### config.mk
export PLATFORM = sky130hd
export DESIGN_NAME = irq_ctrl
export DESIGN_NICKNAME = d
export VERILOG_FILES = /design/src/rtl/irq_ctrl_pkg.sv /design/src/rtl/irq_gateway.sv /design/src/rtl/irq_ctrl.sv
export SDC_FILE = /design/constraint.sdc
export NUM_CORES = 1
export LEC_CHECK = 0
export ABC_AREA = 1
export CAP_MARGIN = 0
export CORE_ASPECT_RATIO = 0.75
export CORE_UTILIZATION = 60
export DETAILED_ROUTE_END_ITERATION = 10
export HOLD_SLACK_MARGIN = 0.03
export MAX_ROUTING_LAYER = met4
export PLACE_DENSITY = 0.86
export SLEW_MARGIN = 0
export SYNTH_ARGS = -nofsm -noshare
export SYNTH_HDL_FRONTEND = slang
export SYNTH_SLANG_ARGS = --single-unit
### constraint.sdc
create_clock -name clk -period 23.1 [get_ports clk]
set_input_delay 6.93 -clock clk [delete_from_list [all_inputs] [get_ports clk]]
set_output_delay 6.93 -clock clk [all_outputs]
set_load 0.02 [all_outputs]
### src/rtl/irq_ctrl_pkg.sv
// Shared definitions for the platform interrupt controller: register word
// indices, ID width and the per-source gateway state encoding.
package irq_ctrl_pkg;

  localparam int ID_W = 5;

  localparam logic [5:0] IRQ_ENABLE    = 6'h00;
  localparam logic [5:0] IRQ_MODE      = 6'h01;
  localparam logic [5:0] IRQ_THRESH    = 6'h02;
  localparam logic [5:0] IRQ_CLAIM     = 6'h03;
  localparam logic [5:0] IRQ_PENDING   = 6'h04;
  localparam logic [5:0] IRQ_ACTIVE    = 6'h05;
  localparam logic [5:0] IRQ_PRIO_BASE = 6'h20;

  typedef enum logic [1:0] {
    GW_IDLE    = 2'd0,
    GW_PEND    = 2'd1,
    GW_SERVICE = 2'd2
  } gw_state_e;

endpackage

### src/rtl/irq_gateway.sv
// Per-source interrupt gateway: optional input synchroniser, edge detect and
// the IDLE/PEND/SERVICE handshake state. IRQ_CTRL_SYNC_EN adds a 2-flop synchroniser.
module irq_gateway
  import irq_ctrl_pkg::*;
(
  input  logic clk,
  input  logic rst,
  input  logic src,
  input  logic mode,
  input  logic claim_hit,
  input  logic complete_hit,
  output logic pend,
  output logic active
);

  logic      src_s;
  logic      src_prev;
  logic      rise;
  logic      req;
  logic      edge_seen_q, edge_seen_d;
  gw_state_e state_q, state_d;

`ifdef IRQ_CTRL_SYNC_EN
  logic [1:0] sync_q;

  always_ff @(posedge clk or posedge rst) begin
    if (rst) sync_q <= '0;
    else     sync_q <= {sync_q[0], src};
  end

  assign src_s = sync_q[1];
`else
  assign src_s = src;
`endif

  // NOTE: sequential state uses <= so every flop samples pre-edge values;
  // combinational blocks use = and read their own intermediate results.
  always_ff @(posedge clk or posedge rst) begin
    if (rst) begin
      src_prev    <= 1'b0;
      state_q     <= GW_IDLE;
      edge_seen_q <= 1'b0;
    end else begin
      src_prev    <= src_s;
      state_q     <= state_d;
      edge_seen_q <= edge_seen_d;
    end
  end

  assign rise = src_s & ~src_prev;
  assign req  = mode ? rise : src_s;

  // NOTE: defaults first so no path leaves an output unassigned (no latch).
  always_comb begin
    state_d     = state_q;
    edge_seen_d = edge_seen_q;
    case (state_q)
      GW_IDLE: if (req) state_d = GW_PEND;
      GW_PEND: begin
        if (claim_hit) begin
          state_d     = GW_SERVICE;
          edge_seen_d = mode & rise;
        end
      end
      GW_SERVICE: begin
        if (mode && rise) edge_seen_d = 1'b1;
        if (complete_hit) begin
          // A remembered edge re-pends at once; level sources re-sample from IDLE.
          state_d     = (mode && (edge_seen_q || rise)) ? GW_PEND : GW_IDLE;
          edge_seen_d = 1'b0;
        end
      end
      default: begin
        state_d     = GW_IDLE;
        edge_seen_d = 1'b0;
      end
    endcase
  end

  assign pend   = (state_q == GW_PEND);
  assign active = (state_q == GW_SERVICE);

endmodule

### src/rtl/irq_ctrl.sv
// Platform interrupt controller top: config registers, priority arbiter,
// claim/complete register port and the registered irq line. See IRQ_CTRL_SYNC_EN in irq_gateway.
module irq_ctrl
  import irq_ctrl_pkg::*;
#(
  parameter int NUM_SRC = 8,
  parameter int PRIO_W  = 3
) (
  input  logic               clk,
  input  logic               rst,
  input  logic [NUM_SRC:1]   src,
  input  logic               reg_we,
  input  logic               reg_re,
  input  logic [5:0]         reg_addr,
  input  logic [31:0]        reg_wdata,
  output logic [31:0]        reg_rdata,
  output logic               irq
);

  logic [NUM_SRC:1]  enable_q;
  logic [NUM_SRC:1]  mode_q;
  logic [PRIO_W-1:0] thresh_q;
  logic [PRIO_W-1:0] prio_q [1:NUM_SRC];
  logic [NUM_SRC:1]  pend;
  logic [NUM_SRC:1]  active;
  logic [NUM_SRC:1]  claim_hit;
  logic [NUM_SRC:1]  complete_hit;
  logic [ID_W-1:0]   winner;
  logic [PRIO_W-1:0] best_prio;
  logic              claim_rd;
  logic              complete_wr;

  assign claim_rd    = reg_re && (reg_addr == IRQ_CLAIM);
  assign complete_wr = reg_we && (reg_addr == IRQ_CLAIM);

  // NOTE: the priority array is a handful of flops, so it is reset like any
  // other register rather than treated as an unreset RAM.
  always_ff @(posedge clk or posedge rst) begin
    if (rst) begin
      enable_q <= '0;
      mode_q   <= '0;
      thresh_q <= '0;
      for (int i = 1; i <= NUM_SRC; i++) prio_q[i] <= '0;
    end else if (reg_we) begin
      case (reg_addr)
        IRQ_ENABLE: enable_q <= reg_wdata[NUM_SRC:1];
        IRQ_MODE:   mode_q   <= reg_wdata[NUM_SRC:1];
        IRQ_THRESH: thresh_q <= reg_wdata[PRIO_W-1:0];
        default: begin
          for (int i = 1; i <= NUM_SRC; i++)
            if (reg_addr == IRQ_PRIO_BASE + 6'(i)) prio_q[i] <= reg_wdata[PRIO_W-1:0];
        end
      endcase
    end
  end

  // Starting the running best at the threshold enforces prio > threshold;
  // strict > keeps the lowest ID on ties.
  always_comb begin
    winner    = '0;
    best_prio = thresh_q;
    for (int i = 1; i <= NUM_SRC; i++) begin
      if (pend[i] && enable_q[i] && (prio_q[i] > best_prio)) begin
        best_prio = prio_q[i];
        winner    = ID_W'(i);
      end
    end
  end

  for (genvar g = 1; g <= NUM_SRC; g++) begin : g_src
    assign claim_hit[g]    = claim_rd && (winner == ID_W'(g));
    assign complete_hit[g] = complete_wr && (reg_wdata == 32'(g));

    irq_gateway u_gw (
      .clk          (clk),
      .rst          (rst),
      .src          (src[g]),
      .mode         (mode_q[g]),
      .claim_hit    (claim_hit[g]),
      .complete_hit (complete_hit[g]),
      .pend         (pend[g]),
      .active       (active[g])
    );
  end

  always_ff @(posedge clk or posedge rst) begin
    if (rst) irq <= 1'b0;
    else     irq <= (winner != '0);
  end

  always_comb begin
    reg_rdata = '0;
    case (reg_addr)
      IRQ_ENABLE:  reg_rdata[NUM_SRC:1]  = enable_q;
      IRQ_MODE:    reg_rdata[NUM_SRC:1]  = mode_q;
      IRQ_THRESH:  reg_rdata[PRIO_W-1:0] = thresh_q;
      IRQ_CLAIM:   reg_rdata[ID_W-1:0]   = winner;
      IRQ_PENDING: reg_rdata[NUM_SRC:1]  = pend;
      IRQ_ACTIVE:  reg_rdata[NUM_SRC:1]  = active;
      default: begin
        for (int i = 1; i <= NUM_SRC; i++)
          if (reg_addr == IRQ_PRIO_BASE + 6'(i)) reg_rdata[PRIO_W-1:0] = prio_q[i];
      end
    endcase
  end

endmodule

; Word level (Yosys, flattened, before mapping)
; Cells that the tools add are included.
; W data, S select, Z words.
[op_classes]
order_cmp = 8
n_eq_ne = 77
mux = 107
bitwise = 33
reduce_logical = 97
[ops]
columns = operator, count
row1 = $eq A32 B3 Y1 const B, 4
row2 = $reduce_and A3 Y1, 24
row3 = $eq A32 B2 Y1 const B, 2
row4 = $logic_and A1 B1 Y1, 50
row5 = $eq A6 B6 Y1 const B, 8
row6 = $mux W2, 24
row7 = $ne A2 B1 Y1 const B, 24
row8 = $pmux W2 S3, 8
row9 = $mux W3, 15
row10 = $mux W1, 41
row11 = $mux W5, 7
row12 = $eq A32 B1 Y1 const B, 1
row13 = $eq A32 B4 Y1 const B, 1
row14 = $pmux W1 S3, 9
row15 = $gt A3 B3 Y1, 8
row16 = $ne A3 B2 Y1 const B, 8
row17 = $eq A5 B3 Y1 const B, 4
row18 = $not A1 Y1, 17
row19 = $and A1 B1 Y1, 16
row20 = $eq A2 B1 Y1 const B, 8
row21 = $eq A2 B2 Y1 const B, 8
row22 = $logic_not A2 Y1, 8
row23 = $pmux W4 S4, 1
row24 = $eq A6 B2 Y1 const B, 2
row25 = other kinds (13), 24
[word_totals]
ff_bits = 76
input_bits = 50
out_inout_bits = 33
wordCells = 358

; Depth between registers and ports, before layout
; Gate-level depths: netlist of run 1.
[depth]
depth_word = 29
ltp_mapped = 66
ltp_nobuf = 66

; Cells and area by module
; Synthesis of run 1 repeated with hierarchy kept, for this count alone.
[hier_totals]
cells_unflattened = 849
area_unflattened_um2 = 5980.7
[by_module_without_submodules]
columns = mod, instances, cells_per_inst, area_each_um2
row1 = irq_ctrl, 1, 489, 3448.3
row2 = irq_gateway, 8, 45, 316.6

; Least setup slack after synthesis of run 1
; Ideal clock, no wire load.
[synth_timing]
kind = reg-to-output
from = register thresh_q[2]
to = output reg_rdata[3]
arrival_ps = 8312
slack_ps = 7858
stages_incl_launch_ff = 57
path_buffers = 0
cell_sequence = dfrtp_1 -> inv_1 -> ha_1 -> a21oi_1 -> nand2_2 -> nand2_4 -> o21ai_0 -> ha_1 -> nor2_1 -> or2_2 -> nand3_1 -> nand3_2 -> nand2_2 -> nand2_1 -> o21ai_0 -> ha_1 -> o32ai_1 -> inv_2 -> [... 21 more ...] -> nand3_2 -> nand2_2 -> nand2_4 -> nand3_1 -> o21ai_0 -> ha_1 -> nand2_1 -> o21ai_0 -> nand4_2 -> nand2_1 -> o21ai_0 -> ha_1 -> a21oi_1 -> o21ai_0 -> nand4_1 -> inv_1 -> a221oi_1 -> o21ai_0
[synth_via]
elab_chain_len = 25
word_cells_on_any_way = 30
classes_between = 8 x order compare / 14 x mux / 8 x reduce/logical
[synth_rtl]
columns = element, line_no
row1 = from (decl), irq_ctrl.sv:22  ; logic [PRIO_W-1:0] thresh_q;
row2 = from (signal assigned), irq_ctrl.sv:48  ; IRQ_THRESH: thresh_q <= reg_wdata[PRIO_W-1:0];
row3 = $gt A3 B3 Y1, irq_ctrl.sv:63  ; if (pend[i] && enable_q[i] && (prio_q[i] > best_prio)) begin
row4 = $logic_and A1 B1 Y1, irq_ctrl.sv:63
row5 = $mux W3 (*), irq_ctrl.sv:63
row6 = $gt A3 B3 Y1, irq_ctrl.sv:63
row7 = $logic_and A1 B1 Y1, irq_ctrl.sv:63
row8 = $mux W3 (*), irq_ctrl.sv:63
row9 = $gt A3 B3 Y1, irq_ctrl.sv:63
row10 = $logic_and A1 B1 Y1, irq_ctrl.sv:63
row11 = [... 9 more ...], n/a
row12 = $mux W3, irq_ctrl.sv:63
row13 = $gt A3 B3 Y1, irq_ctrl.sv:63
row14 = $logic_and A1 B1 Y1, irq_ctrl.sv:63
row15 = $mux W3, irq_ctrl.sv:63
row16 = $gt A3 B3 Y1, irq_ctrl.sv:63
row17 = $logic_and A1 B1 Y1, irq_ctrl.sv:63
row18 = $mux W5 (*), irq_ctrl.sv:63
row19 = $pmux W2 S5 (*), irq_ctrl.sv:93  ; case (reg_addr)
row20 = to (decl), irq_ctrl.sv:16  ; output logic [31:0] reg_rdata,
; Mark *: on every way between the ends. The rest lies on a longest branch, timed or not.

; Worst setup path in the final report of run 1
[layout_timing]
from = register g_src[1].u_gw.state_q[1]
to = output reg_rdata[3]
[layout_via]
elab_chain_len = 26
word_cells_on_any_way = 31
classes_between = 7 x order compare / 1 x eq/ne / 14 x mux / 9 x reduce/logical
[layout_rtl]
columns = element, line_no
row1 = from (decl), irq_gateway.sv:21  ; gw_state_e state_q, state_d;
row2 = from (signal assigned), irq_gateway.sv:45  ; state_q <= state_d;
row3 = $eq A2 B1 Y1 (*), irq_gateway.sv:80  ; assign pend = (state_q == GW_PEND);
row4 = $logic_and A1 B1 Y1 (*) (2 in series), irq_ctrl.sv:63
row5 = $mux W3 (*), irq_ctrl.sv:63
row6 = $gt A3 B3 Y1, irq_ctrl.sv:63
row7 = $logic_and A1 B1 Y1, irq_ctrl.sv:63
row8 = $mux W3 (*), irq_ctrl.sv:63
row9 = $gt A3 B3 Y1, irq_ctrl.sv:63
row10 = $logic_and A1 B1 Y1, irq_ctrl.sv:63
row11 = [... 9 more ...], n/a
row12 = $mux W3, irq_ctrl.sv:63
row13 = $gt A3 B3 Y1, irq_ctrl.sv:63
row14 = $logic_and A1 B1 Y1, irq_ctrl.sv:63
row15 = $mux W3, irq_ctrl.sv:63
row16 = $gt A3 B3 Y1, irq_ctrl.sv:63
row17 = $logic_and A1 B1 Y1, irq_ctrl.sv:63
row18 = $mux W5 (*), irq_ctrl.sv:63
row19 = $pmux W2 S5 (*), irq_ctrl.sv:93
; Marked as above.

==> results.yml, run 1 <==
worst_setup_path:
  cp.required_ns: 16.17
  critPathArrivalTime_ns: 10.67
  cpMaxStageDelayCell: "clkdlybuf4s50_1"
  crit_fanout: 10
  cp-end-kind: "primary output"
  worstSetupStartpointType: "register"
  path_buf_inv: 6
  worst_path_largest_cell_delay_ns: 0.65
  worst-setup-path-type: "register to primary output"
  path_delay_family: "simple AND/OR/NAND/NOR gates"
  cp_common_cell: "o21ai_0"
cts:
  cts_tree: "built"
  cts_resized: 0
  clock_sinks: 76
  hold_buffers: 0
  cts_root_buf: "clkbuf_16"
  max-clock-path-buffers: 2
  clk-insertion-delay-late_ns: 0.35
  cts_made_buffers: 9
  post_cts_buffers: 0
  htree_num_levels: 3
  clk_pin_slew_ns: 0.06
layout:
  regArea_um2: 1900
  final_layout_size_suffix_gt1_share_pct: 9.64
  fillers: 792
  syn_to_final_growth_pct: 15.9
  antenna_cells: 0
  fin_cells: 1014
  fin_nets: 974
  final_util_pct: 71.4
  multiInputGateArea_um2: 3420
placement:
  port-buffer-count: 59
  dp_hpwl_mm: 12.9
  place_ws_ns: 6.19
  gp_congestion: 0.925
  dp_cells: 998
drt:
  drt_iter0_markers: 410
  wl_per_cell_um: 16.2
  via_count: 5673
  viasPerCell: 5.59
  antenna_left: 0
  wl_mm: 16.4
  firstDrtPassIters: 5
  drc_errors: 0
sta:
  clock.fmax_ghz: 0.0568
  slew_violations: 0
  fin_ws_ns: 5.50
  worstMarginPinSlew_ns: 0.978
  hold_viol: 0
  fin_crit_ns: 17.60
  clock_skew_ns: 0.00703
  rsz0062_at_grt: "false"
  fin_crit_sh_pct: 76.2
  finalSetupTns_ns: 0
  slew_headroom_pct: 34.8
  setup_viol: 0
synth:
  synth-async-reset-ratio_pct: 100
  synthSimpleGateAreaFrac_pct: 31.0
  synth_common_cells: "nand2_1, inv_1, dfrtp_1"
  synth_top_area_share_pct: 32.1
  ys.flop_type: "dfrtp_1"
  ys_ff_latch: 76
  synth.area.top_cells: "dfrtp_1, nand2_1, ha_1"
  yosys.area.top_type: "dfrtp_1"
  synth_warnings: 0
  synth_area_um2: 5930
  syn_inst: 813
  synth_edf_count: 0
  syn_avg_cell_area_um2: 7.29
  synth.distinct_cells: 49
  synthXorXnorAreaFrac_pct: 0
  muxShareOfSynthArea_pct: 0
  synth-seq-area-share_pct: 32.1
  synth_top_family_by_area: "simple AND/OR/NAND/NOR gates"
  synth_most_common_cell: "nand2_1"
  synthAdderAreaFrac_pct: 9.92
  synth_compound_area_share_pct: 15.3
die:
  dieArea_um2: 10300
  pin_count: 83
  design.core.area_um2: 9620
  rows: 31
  die_x_um: 117
  start_util_pct: 61.6
  die_h_um: 88.1
global_route:
  grt_pass1_vias: 5409
  grt_pass1_wl_mm: 26.2
  grt_max_degree: 77
  antenna_found_initial: 0
  grt_remaining_overflow: 0
  grt_usage_pct: 35.0
flow_run:
  drv_cap: 0
power:
  leakage_nw: 3.33
  p_total_mw: 0.605
  ir_worst_vdd_mv: 0.0664
  powerDensity_nw_per_um2: 88.0
worst_hold_path:
  hp-class: "register to register"
run_status:
  status: "complete, no violations"
[cell usage in the layout, fill, tap and decap left out, drive strengths merged, types with 2 or more instances in the layout]
| master | n |
|---|---|
| a2111oi | 2 |
| o21bai | 2 |
| o21ai | 73 |
| nand3 | 59 |
| o2111ai | 2 |
| nor3 | 8 |
| a211oi | 5 |
| conb | 23 |
| a22oi | 10 |
| dfrtp | 76 |
| a21oi | 27 |
| a221oi | 4 |
| nor2 | 66 |
| clkdlybuf4s50 | 59 |
| o221ai | 4 |
| clkinvlp | 3 |
| clkbuf | 11 |
| or2 | 3 |
| nor4 | 12 |
| nand4 | 15 |
| a21boi | 6 |
| o31ai | 2 |
| ha | 47 |
| inv | 130 |
| nand2 | 224 |
[flip-flops by register name (all words and copies together), names as in the netlist]
register	flops
prio_q	24
g_src.u_gw.state_q	16
mode_q	8
g_src.u_gw.edge_seen_q	8
thresh_q	3
irq	1
g_src.u_gw.src_prev	8
enable_q	8
[through the flow]
step	cell area, µm²	hold WS, ns
after detailed placement	6580	0.462
after global placement	6580	0.457
final	6870	0.475
after floorplan	6010	0.441
after global routing	6870	0.495
after CTS	6870	0.478
[worst min-delay path, cell delays in order, from the launching register on]
cell and delay, ns:
dfrtp_1 0.34, nand2_1 0.05, nand2_1 0.05
[worst paths after layout]
kind	start	to	slack [ns]	cells after the start
setup / recovery	g_src[1].u_gw.state_q[1]	reg_rdata[3]	5.50	56
hold / removal	g_src[6].u_gw.edge_seen_q	g_src[6].u_gw.edge_seen_q	0.47	2
min in group asynchronous	rst	prio_q[8]	7.17	3
max in group asynchronous	rst	prio_q[18]	15.26	3
hold reg to reg	g_src[6].u_gw.edge_seen_q	g_src[6].u_gw.edge_seen_q	0.47	2
setup reg to reg	g_src[1].u_gw.state_q[1]	g_src[5].u_gw.state_q[1]	12.77	59
[cell type report]
type                    count  share of cell area (%)
multi-input cells         600                    49.7
flip-flops and latches     76                    27.7
clock inverters             5                   0.892
repair buffers             60                    8.71
well taps                 132                    2.40
clock buffers              11                    3.39
inverters                 130                    7.21
[layer usage]
metal	GRT usage, %	part of all wire (%)	vias to the layer above
li1	-	-	2744
met1	46.4	45	2666
met2	53.8	45	232
met3	6.02	7.5	31
met4	12.4	2.3	0
met5	-	0	-
[power by group]
| part | switching, mW | internal, mW |
|---|---|---|
| combinational | 0.170 | 0.0994 |
| clock | 0.0582 | 0.0841 |
| sequential | 0.0289 | 0.164 |
| total | 0.257 | 0.348 |
[cell families after synthesis]
logic type | after synthesis
AO/OA/AOI/OAI | 141
adder cells (fa/ha/maj) | 47
other | 1
flip-flops | 76
AND/OR/NAND/NOR | 389
buffers and inverters | 159
Note: power is estimated with default switching activity, not from simulation.
==> inputs of run 2 (changes only) <==
- CORE_UTILIZATION: 60 -> 51
- PLACE_DENSITY: 0.86 -> 0.78
- clock period: 23.1 -> 14.2 ns (I/O delays scaled with it)
==> run 2 against run 1 <==
- core utilization is 8.6 points lower
- non-clock buffer count grew 4
- global-route usage fell by 6.9 points
- clock-buffer cell count increased by 2
- critical path type unchanged
==> results.yml, run 2 (synthesis gave the netlist of run 1 again) <==
sta:
  worstMarginPinSlew_ns: 0.992
  rsz0062_at_grt: "false"
  slew_violations: 0
  finalSetupTns_ns: 0
  fin_crit_sh_pct: 94.9
  fin_crit_ns: 13.47
  clock.fmax_ghz: 0.0742
  fin_ws_ns: 0.726
  setup_viol: 0
  slew_headroom_pct: 33.9
  hold_viol: 0
  clock_skew_ns: 0.0106
die:
  rows: 33
  die_h_um: 95.4
  design.core.area_um2: 11100
  pin_count: 83
  dieArea_um2: 12100
  die_x_um: 126
  start_util_pct: 53.4
worst_setup_path:
  path_buf_inv: 4
  critPathArrivalTime_ns: 9.21
  worst-setup-path-type: "register to primary output"
  crit_path_end: "reg_rdata[2]"
  r2r_start: "thresh_q[2]"
  crit_start: "thresh_q[2]"
  path_delay_family: "simple AND/OR/NAND/NOR gates"
  cpMaxStageDelayCell: "dfrtp_1"
  worstSetupStartpointType: "register"
  cp_common_cell: "ha_1"
  crit_fanout: 9
  rrSetupSlack_ns: 5.10
  cp-end-kind: "primary output"
  worst_path_largest_cell_delay_ns: 0.38
  reg2reg_depth: 59
  timing.rr.end: "g_src[5].u_gw.state_q[1]"
  cp.depth: 58
  cp.required_ns: 9.94
global_route:
  grt_max_degree: 77
  antenna_found_initial: 0
  grt_pass1_vias: 4980
  grt_usage_pct: 28.1
  grt_pass1_wl_mm: 25.1
  grt_remaining_overflow: 0
cts:
  cts_root_buf: "clkbuf_16"
  htree_num_levels: 3
  cts_made_buffers: 9
  clk-insertion-delay-late_ns: 0.35
  clk_pin_slew_ns: 0.06
  cts_tree: "built"
  clock_sinks: 76
  max-clock-path-buffers: 2
layout:
  largest_register_ffs: 24
  syn_to_final_growth_pct: 17.7
  antenna_cells: 0
  final_cell_mix: "nand2_1, inv_1, dfrtp_1"
  fillers: 997
  layout_commonest_cell: "nand2_1"
  final_layout_size_suffix_gt1_share_pct: 10.5
  fin_nets: 978
  largest_registers: "prio_q: 24 flops, g_src.u_gw.state_q: 16 flops"
  regMostFlops: "prio_q"
power:
  ir_worst_vdd_mv: 0.0958
  powerDensity_nw_per_um2: 143
  leakage_nw: 3.45
  p_total_mw: 1.00
drt:
  viasPerCell: 5.35
  wl_per_cell_um: 15.3
  wl_mm: 15.7
  antenna_left: 0
  drc_errors: 0
  firstDrtPassIters: 5
  drt_iter0_markers: 450
  via_count: 5493
placement:
  place_ws_ns: 0.300
  dp_hpwl_mm: 11.9
  gp_congestion: 0.964
  port-buffer-count: 59
flow_run:
  drv_cap: 0
run_status:
  status: "complete, no violations"
worst_hold_path:
  hp-class: "register to register"
## run 2: cell count changes in the layout (fill, tap and decap cells not counted), sizes merged
cell / previous run / this run
buf: 1 / 5
bufinv: 1 / 2
clkbuf: 11 / 13
clkdlybuf4s50: 59 / 55
clkinv: 1 / 2
clkinvlp: 3 / 1
dlymetal6s2s: 0 / 4
inv: 130 / 128
## run 2: cell type report
type	count	area, µm²	area share (%)
Tap cell	140	175	2.51
Sequential cell	76	1900	27.3
Clock buffer	13	270	3.87
Inverter	130	497	7.12
Clock inverter	3	67.6	0.969
Multi-Input combinational cell	600	3430	49.1
Timing Repair Buffer	64	638	9.15
## run 2: where the power goes
part	internal (mW)	total, mW	switching (mW)	leakage [nW]
combinational	0.162	0.425	0.263	2.29
clock	0.169	0.262	0.0935	0.162
sequential	0.267	0.313	0.0462	0.993
## run 2: worst min path at each step
stage                               from                         to  slack (ns)  cells after the start
6_report       g_src[4].u_gw.edge_seen_q  g_src[4].u_gw.edge_seen_q        0.48                      2
5_1_grt        g_src[4].u_gw.edge_seen_q  g_src[4].u_gw.edge_seen_q        0.50                      2
4_1_cts        g_src[1].u_gw.edge_seen_q  g_src[1].u_gw.edge_seen_q        0.48                      2
3_5_place_dp   g_src[1].u_gw.edge_seen_q  g_src[1].u_gw.edge_seen_q        0.46                      2
3_3_place_gp   g_src[6].u_gw.edge_seen_q  g_src[6].u_gw.edge_seen_q        0.46                      2
2_1_floorplan  g_src[3].u_gw.edge_seen_q  g_src[3].u_gw.edge_seen_q        0.44                      2
## run 2: repair_timing
action	in CTS	in global routing
gates resized for setup	0	13
setup buffers	4	0
pin swaps	2	1
hold buffers	0	0
endpoints found under the setup margin	3	4
## run 2: layer usage
metal	wire length (µm)	track usage, %	up-vias
li1	-	-	2751
met1	7650	38.8	2493
met2	6380	39.5	221
met3	1290	7.35	28
met4	336	10.2	0
met5	0	-	-
## run 2: worst register-to-register path: cells and delay by family, from the launching register on
family | cells | cell delay (ns)
AO/OA/AOI/OAI | 14 | 2.15
adder cells (fa/ha/maj) | 8 | 2.33
buffers and inverters | 3 | 0.33
flip-flops | 1 | 0.38
AND/OR/NAND/NOR | 34 | 3.77
## run 2: metrics by stage
step	hold WS, ns	utilization (%)	area (µm²)	std cells
after floorplan	0.441	-	6010	835
after global placement	0.459	59.3	6590	1006
after detailed placement	0.459	59.3	6590	1006
after CTS	0.479	62.6	6960	1026
after global routing	0.501	62.8	6980	1026
final	0.475	62.8	6980	1026
==> inputs of run 3 (changes only) <==
- CORE_UTILIZATION: 51 -> 40
- PLACE_DENSITY: 0.78 -> unset
==> run 3 against run 2 <==
- first-iteration DRC count fell by 26%
- register-to-register slack improved by 0.06 ns
- wire length rose by 1.4%
- clock skew fell by 0.0029 ns
- clock power fell by 14%
- non-clock buffer count fell by 1
- power fell by 4.1%
- critical path depth fell by 1
- sequential power barely moved
- global-route usage fell by 5.3 points
- combinational power fell by 1%
- critical path type unchanged
- critical endpoint is now reg_rdata[1]
- largest power group unchanged
- highest routed layer unchanged
==> results.yml, run 3 (synthesis gave the netlist of run 1 again) <==
layout:
  antenna_cells: 0
  syn_to_final_growth_pct: 17.7
  final_layout_size_suffix_gt1_share_pct: 10.8
  fillers: 1488
  largest_register_ffs: 24
  fin_nets: 977
  fin_area_um2: 6980
  final_util_pct: 48.3
  layout_commonest_cell: "nand2_1"
  fin_cells: 1083
  regMostFlops: "prio_q"
  final_cell_mix: "nand2_1, inv_1, dfrtp_1"
  largest_registers: "prio_q: 24 flops, g_src.u_gw.state_q: 16 flops"
sta:
  slew_headroom_pct: 32.3
  clock.fmax_ghz: 0.0749
  holdWs_ns: 0.476
  worstMarginPinSlew_ns: 0.990
  clock_skew_ns: 0.00769
  fin_crit_ns: 13.35
  rsz0062_at_grt: "false"
  hold_viol: 0
  slew_violations: 0
  setup_viol: 0
  finalSetupTns_ns: 0
  fin_crit_sh_pct: 94.0
worst_hold_path:
  hp-class: "register to register"
die:
  start_util_pct: 41.0
  rows: 38
  die_x_um: 143
  dieArea_um2: 15300
  design.core.area_um2: 14500
  pin_count: 83
  die_h_um: 107
global_route:
  grt-busiest-layer: "met1"
  met3_usage_pct: 4.05
  grt_max_degree: 51
  grt_remaining_overflow: 0
  antenna_found_initial: 0
  use_met1_pct: 33.6
  grt_usage_pct: 22.9
  grt_pass1_vias: 4894
  gr-usage-met2_pct: 31.5
  grt_pass1_wl_mm: 26.0
placement:
  placed_area_um2: 6660
  dp_cells: 1066
  port-buffer-count: 59
  gp_congestion: 0.891
  dp_hpwl_mm: 12.6
power:
  leakage_nw: 3.38
  powerDensity_nw_per_um2: 138
  ir_worst_vdd_mv: 0.0690
drt:
  via_count: 5329
  wl_mm: 15.9
  firstDrtPassIters: 5
  drt_iter0_markers: 332
  drc_errors: 0
  viasPerCell: 4.92
  antenna_left: 0
  wl_per_cell_um: 14.7
run_status:
  status: "complete, no violations"
cts:
  clk_pin_slew_ns: 0.06
  clk-insertion-delay-late_ns: 0.34
  clock_sinks: 76
  cts_made_buffers: 9
  max-clock-path-buffers: 2
  htree_num_levels: 3
  cts_tree: "built"
  hold_buffers: 0
  cts_root_buf: "clkbuf_16"
worst_setup_path:
  worst-setup-path-type: "register to primary output"
  cpMaxStageDelayCell: "dfrtp_1"
  cp-end-kind: "primary output"
  worst_path_largest_cell_delay_ns: 0.37
  worstSetupStartpointType: "register"
  cp.required_ns: 9.94
  crit_fanout: 9
  cp_common_cell: "ha_1"
  critPathArrivalTime_ns: 9.09
  path_delay_family: "simple AND/OR/NAND/NOR gates"
  path_buf_inv: 4
flow_run:
  drv_cap: 0
==> run 3: where the power goes <==
| group | switching [mW] | internal [mW] |
|---|---|---|
| Sequential | 0.0458 | 0.267 |
| Combinational | 0.259 | 0.161 |
| Clock | 0.0925 | 0.134 |
==> run 3: worst paths after layout <==
check                                          start                   endpoint  slack, ns  depth (start not counted)
setup / recovery                         thresh_q[2]               reg_rdata[1]       0.85                         57
hold / removal             g_src[6].u_gw.edge_seen_q  g_src[6].u_gw.edge_seen_q       0.48                          2
setup reg to reg                         thresh_q[2]   g_src[2].u_gw.state_q[0]       5.16                         61
hold reg to reg            g_src[6].u_gw.edge_seen_q  g_src[6].u_gw.edge_seen_q       0.48                          2
max in group asynchronous                        rst   g_src[1].u_gw.state_q[1]       8.90                          3
min in group asynchronous                        rst                  prio_q[4]       4.25                          2
==> run 3: tightest hold or removal path, cell delays in order (launching register included) <==
cell	delay, ns
dfrtp_1	0.35
nand2_1	0.05
nand2_1	0.04
==> run 3: stage by stage <==
stage / total power [mW] / setup slack [ns]
6_report: 0.959 / 0.849
5_1_grt: 1.04 / 0.0388
4_1_cts: 0.961 / 0.0267
3_5_place_dp: 0.729 / 0.264
3_3_place_gp: 0.729 / 0.465
2_1_floorplan: 0.630 / 1.63
==> run 3: per-layer routing <==
| layer | wire, µm | part of all wire [%] | up-vias |
|---|---|---|---|
| met5 | 0 | 0 | - |
| met4 | 248 | 1.6 | 0 |
| met3 | 898 | 5.7 | 22 |
| met2 | 6380 | 40 | 129 |
| met1 | 8360 | 53 | 2434 |
| li1 | - | - | 2744 |
==> run 3: cell type report <==
class / count / area (µm²) / area share (%)
sequential: 76 / 1900 / 27.3
multi-input combinational: 600 / 3430 / 49.2
clock inverter: 5 / 55.1 / 0.789
tap: 200 / 250 / 3.59
inverter: 130 / 497 / 7.12
clock buffer: 9 / 225 / 3.23
timing repair buffer: 63 / 616 / 8.82
==> run 3: repair_timing <==
| item | in CTS | in global routing |
|---|---|---|
| gates resized for setup | 1 | 16 |
| buffers inserted | 2 | 1 |
| pin swaps | 1 | 1 |
| endpoints found under the setup margin | 3 | 4 |
